[src/rtl/serial_ripple_subtractor_pkg.sv]
// Shared types and constants for the bit-serial ripple subtractor.
package serial_ripple_subtractor_pkg;

  localparam int DEFAULT_WIDTH = 8;

  typedef enum logic [1:0] {
    IDLE = 2'd0,
    RUN  = 2'd1,
    DONE = 2'd2
  } state_e;

  function automatic int idx_width(input int width);
    return $clog2(width);
  endfunction

  localparam int DEFAULT_IDX_W = idx_width(DEFAULT_WIDTH);

endpackage

[src/rtl/serial_ripple_subtractor_full_subtractor.sv]
// One-bit full subtractor: d = x - y - bin, bout is the borrow out.
module full_subtractor (
  input  logic x,
  input  logic y,
  input  logic bin,
  output logic d,
  output logic bout
);

  assign d    = x ^ y ^ bin;
  assign bout = (~x & y) | (~(x ^ y) & bin);

endmodule

[src/rtl/serial_ripple_subtractor.sv]
// Bit-serial a-b, LSB first, one shared full subtractor, valid/ready on both sides.
// state | meaning
// IDLE  | waiting for an operand pair (in_ready=1)
// RUN   | processing one bit per cycle, WIDTH cycles
// DONE  | result presented (out_valid=1) until out_ready
module serial_ripple_subtractor
  import serial_ripple_subtractor_pkg::*;
#(
  parameter int WIDTH = DEFAULT_WIDTH
) (
  input  logic             clk,
  input  logic             rst,
  input  logic             in_valid,
  output logic             in_ready,
  input  logic [WIDTH-1:0] a,
  input  logic [WIDTH-1:0] b,
  output logic             out_valid,
  input  logic             out_ready,
  output logic [WIDTH-1:0] diff,
  output logic             b_out,
  output logic             busy
);

  localparam int IW = idx_width(WIDTH);

  state_e           state_q, state_d;
  logic [WIDTH-1:0] a_q, a_d, b_q, b_d;
  logic [WIDTH-1:0] acc_q, acc_d;
  logic [WIDTH-1:0] diff_q, diff_d;
  logic             bw_q, bw_d;
  logic             b_out_q, b_out_d;
  logic [IW-1:0]    idx_q, idx_d;
  logic             in_ready_q, in_ready_d;
  logic             out_valid_q, out_valid_d;
  logic             busy_q, busy_d;
  logic             fs_d, fs_bout;

  full_subtractor u_fs (
    .x    (a_q[idx_q]),
    .y    (b_q[idx_q]),
    .bin  (bw_q),
    .d    (fs_d),
    .bout (fs_bout)
  );

  always_comb begin
    state_d = state_q;
    a_d     = a_q;
    b_d     = b_q;
    acc_d   = acc_q;
    diff_d  = diff_q;
    bw_d    = bw_q;
    b_out_d = b_out_q;
    idx_d   = idx_q;
    case (state_q)
      IDLE: begin
        if (in_valid) begin
          a_d     = a;
          b_d     = b;
          acc_d   = '0;
          bw_d    = 1'b0;
          idx_d   = '0;
          state_d = RUN;
        end
      end
      RUN: begin
        acc_d[idx_q] = fs_d;
        bw_d         = fs_bout;
        idx_d        = idx_q + IW'(1);
        // diff only changes on completion so a partial result is never visible
        if (idx_q == IW'(WIDTH - 1)) begin
          diff_d  = acc_d;
          b_out_d = fs_bout;
          idx_d   = '0;
          state_d = DONE;
        end
      end
      DONE: begin
        if (out_ready) state_d = IDLE;
      end
      default: state_d = IDLE;
    endcase
    in_ready_d  = (state_d == IDLE);
    out_valid_d = (state_d == DONE);
    busy_d      = (state_d != IDLE);
  end

  always_ff @(posedge clk) begin
    if (rst) begin
      state_q     <= IDLE;
      a_q         <= '0;
      b_q         <= '0;
      acc_q       <= '0;
      diff_q      <= '0;
      bw_q        <= 1'b0;
      b_out_q     <= 1'b0;
      idx_q       <= '0;
      in_ready_q  <= 1'b1;
      out_valid_q <= 1'b0;
      busy_q      <= 1'b0;
    end else begin
      state_q     <= state_d;
      a_q         <= a_d;
      b_q         <= b_d;
      acc_q       <= acc_d;
      diff_q      <= diff_d;
      bw_q        <= bw_d;
      b_out_q     <= b_out_d;
      idx_q       <= idx_d;
      in_ready_q  <= in_ready_d;
      out_valid_q <= out_valid_d;
      busy_q      <= busy_d;
    end
  end

  assign in_ready  = in_ready_q;
  assign out_valid = out_valid_q;
  assign diff      = diff_q;
  assign b_out     = b_out_q;
  assign busy      = busy_q;

endmodule
[config.mk]
export PLATFORM = sky130hd
export DESIGN_NAME = serial_ripple_subtractor
export DESIGN_NICKNAME = d
export VERILOG_FILES = /design/src/rtl/serial_ripple_subtractor_pkg.sv /design/src/rtl/serial_ripple_subtractor_full_subtractor.sv /design/src/rtl/serial_ripple_subtractor.sv
export SDC_FILE = /design/constraint.sdc
export NUM_CORES = 1
export LEC_CHECK = 0
export BUFFER_PORTS_ARGS = -buffer_cell sky130_fd_sc_hd__clkbuf_2
export CORE_AREA = 2 2 92 50
export CTS_BUF_LIST = sky130_fd_sc_hd__clkbuf_16
export CTS_CLUSTER_DIAMETER = 40
export DETAILED_ROUTE_END_ITERATION = 8
export DIE_AREA = 0 0 94 52
export GPL_ROUTABILITY_DRIVEN = 0
export PLACE_DENSITY = 0.75
export SYNTH_ARGS = -nofsm -noshare
export SYNTH_HDL_FRONTEND = slang
export SYNTH_SLANG_ARGS = --single-unit
[constraint.sdc]
create_clock -name clk -period 2.9 [get_ports clk]
set_clock_uncertainty 0.2 [all_clocks]
set_input_delay 0.29 -clock clk [delete_from_list [all_inputs] [get_ports clk]]
set_output_delay 0.29 -clock clk [all_outputs]
set_load 0.02 [all_outputs]
==> key figures, run 1 <==
Detailed routing
  – Drt wl/cell: 13.10 um
  – Met1 WL: around 2.1 mm
  – DRT iter0 DRCs: 53
  – Final ANT Viol Nets: 0
  – DR top layer: met4
  – DRC: 0
  – DRT Pass-1 Iters: 4
  – Vias/cell: 5.196
  – Met3 Routed Length: 224 um
  – Met2 Routed Length: 1.466 mm
  – DR vias: around 1,500
  – WL final: roughly 3.8 mm

Global routing
  – Initial antenna violation count: 0
  – Number of global-route vias before repair: 1,409
  – Global-route wire length before repair: around 6.7 mm
  – Gr usage total: 17.73%
  – Largest net degree at the start of global routing: 41
  – Total grt overflow: 0

Place
  – Placed inst area: 0.002078 mm2
  – HPWL Detailed: 2.681 mm
  – IO buf count: 31
  – Post-Place Worst Slack: approximately 210 ps
  – Placed Cells: 284

Critical path
  – CP startpoint: idx_q[0]
  – Crit Path Category: flop to flop
  – Worst EP arrival: 2620 ps
  – Worst R2R Start: idx_q[0]
  – CP Max Fanout: 11
  – Critical Path End Type: flop
  – Critical Path RT: 2870 ps
  – Startpoint Class: flop

STA
  – Final hold vios: 0
  – Slew Viols, Final: 0
  – Worst slew pin tran: 895.7 ps
  – Smallest hold slack: 29.02 ps
  – Tcrit/Tclk final: 91.31%
  – Max Clk Rate: ~380 MHz
  – Worst rel slew slack: 40.02%
  – Setup TNS: 0 ps
  – Setup-failing EPs final: 0
  – Final min period: roughly 2600 ps
  – RSZ-0062 raised after global routing: no
  – Final worst setup slack: 252.0 ps

Logic synthesis
  – Post-synthesis register bit count: 42
  – Synth top cells by count: 42 x dfxtp_1, 34 x nand2_1, 18 x nor2_1
  – Post-synth ARST share: 0%
  – Post-synth EDFFs: 0
  – Synth Instances: around 210
  – Seq/Total Area, Yosys: 43.08%
  – Syn Area/Cell: 9.251 um2
  – Yosys cell types: 38
  – Post-synth top area share: 43.08%
  – Mapped cell area: ~0.0020 mm2
  – YS warnings: 0
  – Main synth FF type: dfxtp_1
  – Count leader, synth: dfxtp_1
  – Top post-synthesis cells by area: dfxtp_1 43%, nand2_1 6.5%, mux2i_1 6.2%, a21oi_1 4.4%, a211oi_1 3.8%
  – Synth area leader: dfxtp_1
  – Mapped Nets: approximately 230

Pwr
  – Pwr dens: between 500 and 600 mW/mm2
  – VDD IR max: around 0.24 mV
  – Leakage: 0.8847 nW
  – Final Total Pwr: 1.242 mW

Final layout
  – Non-filler cells in the finished layout: 291
  – Fin nets: between 200 and 300
  – Final Instance Area: approximately 0.0022 mm2
  – Share of cells above drive strength 1: 24.79%
  – Inserted Diodes: 0
  – # fillers: 411
  – Final core occ: between 50 and 60%
  – Area Overhead vs Synth: 13.40%

CTS
  – Sink Count: 42
  – Total CTS buffers: 5
  – CTS root buf: clkbuf_16
  – CTS Buffer Depth: 2
  – CTS tree: yes
  – Setup Fix Bufs, Post-CTS: 0
  – H-tree Lvls: 2
  – Clock transition at path regs: 60 ps
  – Worst-Skew Late Latency: ~280 ps

Floorplan
  – Initial Utilization: 47.06%
  – Die Y-Extent: 52 um
  – IO Pins: 32
  – FP Rows: 17
  – Core box area: approximately 0.0041 mm2
  – Die area: 0.004888 mm2
  – Die X: ~94 um

Min path
  – Worst hold path type: input port to flop
  – Min-delay src: b[2]

Flow run
  – Max-cap violations: 0

Run status
  – Status: complete, no violations
[critical path, cell delays in order (launching register included)]
cell	delay (ps)
dfxtp_1	550
mux2i_1	230
nor2_1	60
nor4_1	380
fa_2	610
inv_1	190
nor2_8	80
a22o_2	250
[power breakdown]
| part | total [mW] | switching [mW] | leakage (nW) | internal [mW] |
|---|---|---|---|---|
| clock | 0.513 | 0.206 | 0.0723 | 0.307 |
| combinational | 0.119 | 0.0691 | 0.470 | 0.0496 |
| sequential | 0.610 | 0.0143 | 0.342 | 0.596 |
| total | 1.24 | 0.289 | 0.885 | 0.953 |
[routing by layer]
metal	vias to the layer above	GRT usage [%]
met5	-	0
met4	0	5.797
met3	8	5.797
met2	32	23.81
met1	681	26.27
li1	791	-
[cells by family after synthesis]
kind of cell | count (synthesis) | share of synthesized area (%)
fa+ha+maj | 3 | 2.308
mux | 13 | 6.731
flops | 42 | 43.08
compound gates | 55 | 20.00
simple gates | 74 | 20.26
buf+inv | 24 | 7.628
[area by class of cell]
type                            count  area (um2)  share of cell area [%]
Sequential cell                    42       840.8                   37.99
Timing Repair Buffer               35       185.2                   8.366
Clock inverter                      2       7.507                  0.3392
Tap cell                           57       71.32                   3.222
Inverter                            5       18.77                  0.8479
Multi-Input combinational cell    145       964.7                   43.58
Clock buffer                        5       125.1                   5.653
[sequential cells by signal, summed over array words and instances, names as in the netlist]
register   cells
b_q            8
bw_q           1
idx_q          3
a_q            8
in_ready       1
diff           8
out_valid      1
b_out          1
busy           1
state_q        2
acc_q          8
[final timing paths]
check	to	slack, ps	cells after the start
worst max-delay path	acc_q[5]	250	7
worst min register to register	b_q[7]	250	2
worst max register to register	acc_q[5]	250	7
worst min-delay path	b_q[2]	30	3
[placed cells by master (no fill, tap or decap), types with 2 or more instances in the layout]
master / Yosys / layout
a22oi_1: 4 / 4
nor3b_2: 4 / 4
and3b_1: 4 / 4
o22ai_1: 8 / 8
nand2_1: 34 / 34
clkbuf_16: 0 / 5
a21oi_1: 17 / 17
nor2_1: 18 / 18
or3b_1: 2 / 2
dfxtp_1: 42 / 42
a211oi_1: 10 / 10
a22o_2: 6 / 6
buf_4: 1 / 4
a22o_1: 2 / 2
nand3b_1: 4 / 4
mux2i_1: 12 / 12
o21ba_2: 3 / 3
ha_1: 2 / 2
clkbuf_2: 1 / 31
inv_1: 5 / 7
[repair_timing]
item	CTS	global route
hold buffers	0	0
setup endpoints to repair	0	8
resized for setup	0	1
Power figures use the tool's default switching activity.
==> run 2, diff against run 1 <==
--- a/config.mk
+++ b/config.mk
@@ -5,12 +5,15 @@
 export SDC_FILE = /design/constraint.sdc
 export NUM_CORES = 1
 export LEC_CHECK = 0
+export ABC_AREA = 1
 export BUFFER_PORTS_ARGS = -buffer_cell sky130_fd_sc_hd__clkbuf_2
-export CORE_AREA = 2 2 92 50
+export CELL_PAD_IN_SITES_DETAIL_PLACEMENT = 1
+export CELL_PAD_IN_SITES_GLOBAL_PLACEMENT = 1
+export CORE_AREA = 2 2 109 58
 export CTS_BUF_LIST = sky130_fd_sc_hd__clkbuf_16
 export CTS_CLUSTER_DIAMETER = 40
 export DETAILED_ROUTE_END_ITERATION = 8
-export DIE_AREA = 0 0 94 52
+export DIE_AREA = 0 0 111 60
 export GPL_ROUTABILITY_DRIVEN = 0
 export PLACE_DENSITY = 0.75
 export SYNTH_ARGS = -nofsm -noshare
==> key figures, run 2 <==
STA
  – Worst rel slew slack: roughly 60%
  – RSZ-0062 raised after global routing: no
  – Max Clk Rate: 413.9 MHz
  – Setup-failing EPs final: 0
  – Final worst setup slack: 483.7 ps
  – Setup TNS: 0 ps
  – Final min period: 2416 ps
  – Worst slew pin tran: 584.3 ps
  – Tcrit/Tclk final: 83.32%
  – Final hold vios: 0
  – Slew Viols, Final: 0

Detailed routing
  – Vias/cell: 4.759
  – DR vias: 1,875
  – WL final: slightly above 5 mm
  – Drt wl/cell: 12.94 um
  – DRT Pass-1 Iters: 4
  – DRC: 0
  – Final ANT Viol Nets: 0
  – DRT iter0 DRCs: 85

Final layout
  – Commonest non-fill, non-tap cell in the layout: nand2_1
  – Final core occ: 39.57%
  – Share of cells above drive strength 1: 17.35%
  – Fin nets: ~340
  – Inserted Diodes: 0
  – Commonest non-fill, non-tap cells in the layout: 81 x nand2_1, 51 x nor2_1, 42 x dfxtp_1, 31 x clkbuf_2, 22 x inv_1
  – Area Overhead vs Synth: 16.51%

Logic synthesis
  – Post-synthesis register bit count: 42
  – Mapped cell area: 0.001963 mm2
  – Syn Area/Cell: 6.793 um2
  – Synth top cells by count: 81 x nand2_1, 51 x nor2_1, 42 x dfxtp_1
  – Post-synth ARST share: 0%
  – Seq/Total Area, Yosys: between 40% and 50%
  – Synth area leader: dfxtp_1
  – Main synth FF type: dfxtp_1
  – Synth Instances: 289
  – Top post-synthesis cells by area: dfxtp_1 43%, nand2_1 15%, nor2_1 9.8%, o21ai_0 5.4%, a21oi_1 4.3%
  – Post-synth EDFFs: 0
  – Post-synth top area share: 42.83%
  – Count leader, synth: nand2_1
  – Mapped Nets: 312
  – YS warnings: 0
  – Yosys cell types: 23

CTS
  – Post-CTS sizing: 0
  – Hold buffers post-CTS: 0
  – CTS tree: yes
  – Clock transition at path regs: approximately 60 ps
  – CTS Buffer Depth: 2
  – CTS root buf: clkbuf_16
  – Worst-Skew Late Latency: around 280 ps
  – Setup Fix Bufs, Post-CTS: 0
  – H-tree Lvls: 2
  – Total CTS buffers: 5
  – Sink Count: 42

Global routing
  – Global-route wire length before repair: 8.680 mm
  – Largest net degree at the start of global routing: 26
  – Total grt overflow: 0
  – Number of global-route vias before repair: 1,870
  – Initial antenna violation count: 0
  – Gr usage total: 16.85%

Floorplan
  – Initial Utilization: 33.96%
  – Die Y-Extent: ~60 um
  – FP Rows: 20
  – Die area: between 0.006 and 0.007 mm2
  – IO Pins: 32
  – Core box area: 0.005781 mm2
  – Die X: 111 um

Critical path
  – Worst path buffer plus inverter count: 2
  – Startpoint Class: flop
  – Crit Path Category: flop to flop
  – CP Max Fanout: 18
  – Critical Path End Type: flop
  – Slowest stage delay, CP: 510 ps
  – CP cell instances: buf_4 > nand2_1 > a21oi_1 > o21ai_0 > nand2_1 > fa_1 > clkinv_1 > nand4_1 > nand3_1 > a21oi_1
  – Critical-path top delay cell: fa_1
  – Worst path top cell family by delay: simple AND/OR/NAND/NOR gates
  – Worst EP arrival: 2420 ps
  – Critical Path RT: 2900 ps

Run status
  – Status: complete, no violations

Pwr
  – Final Total Pwr: 1.284 mW
  – VDD IR max: 0.2151 mV
  – Pwr dens: approximately 560 mW/mm2
  – Leakage: 1.049 nW

Place
  – Post-Place Worst Slack: between 400 and 500 ps
  – IO buf count: 31
  – HPWL Detailed: roughly 3.7 mm

Min path
  – Worst hold path type: input port to flop

Flow run
  – Max-cap violations: 0
[run 2: per-stage QoR]
| stage | area (um2) | cells | hold WS (ps) |
|---|---|---|---|
| 6_report | 2287 | 394 | 25.71 |
| 5_1_grt | 2287 | 394 | 39.25 |
| 4_1_cts | 2287 | 394 | 28.35 |
| 3_5_place_dp | 2158 | 388 | 257.9 |
| 3_3_place_gp | 2158 | 388 | 251.2 |
| 2_1_floorplan | 1963 | 289 | 224.9 |
[run 2: power breakdown]
group / switching [mW] / leakage, nW / internal [mW]
combinational: 0.100 / 0.643 / 0.0466
sequential: 0.0150 / 0.343 / 0.603
clock: 0.214 / 0.0632 / 0.306
[run 2: worst paths after layout]
| kind | slack, ps | end | depth (start not counted) | start |
|---|---|---|---|---|
| setup reg to reg | 480 | acc_q[6] | 10 | idx_q[0] |
| setup / recovery | 480 | acc_q[6] | 10 | idx_q[0] |
| hold / removal | 30 | b_q[6] | 3 | b[6] |
| hold reg to reg | 270 | acc_q[0] | 2 | acc_q[0] |
[run 2: layout make-up]
cell class,count,area (um2)
clock buffer,5,125.1
tap,77,96.34
fill,772,3493
multi-input combinational,204,923.4
clock inverter,1,3.754
timing repair buffer,35,185.2
inverter,30,112.6
sequential,42,840.8
[run 2: metal layers]
metal | vias to the layer above | track usage, % | share of wire, %
li1 | 954 | - | -
met1 | 881 | 23.18 | 54
met2 | 32 | 26.03 | 40
met3 | 8 | 4.970 | 4.9
met4 | 0 | 4.821 | 0.94
met5 | - | 0 | 0
[run 2: worst reg2reg max path, stage by stage (launching register included)]
cell and delay [ps]:
dfxtp_1 320, buf_4 200, nand2_1 100, a21oi_1 70, o21ai_0 160, nand2_1 110, fa_1 520, clkinv_1 210
nand4_1 210, nand3_1 90, a21oi_1 140
[run 2: cells by family after synthesis]
kind of cell / count (synthesis) / share of synthesized area, %
fa+ha+maj: 3 / 2.294
simple gates: 161 / 33.97
buf+inv: 43 / 10.13
compound gates: 40 / 10.77
flops: 42 / 42.83
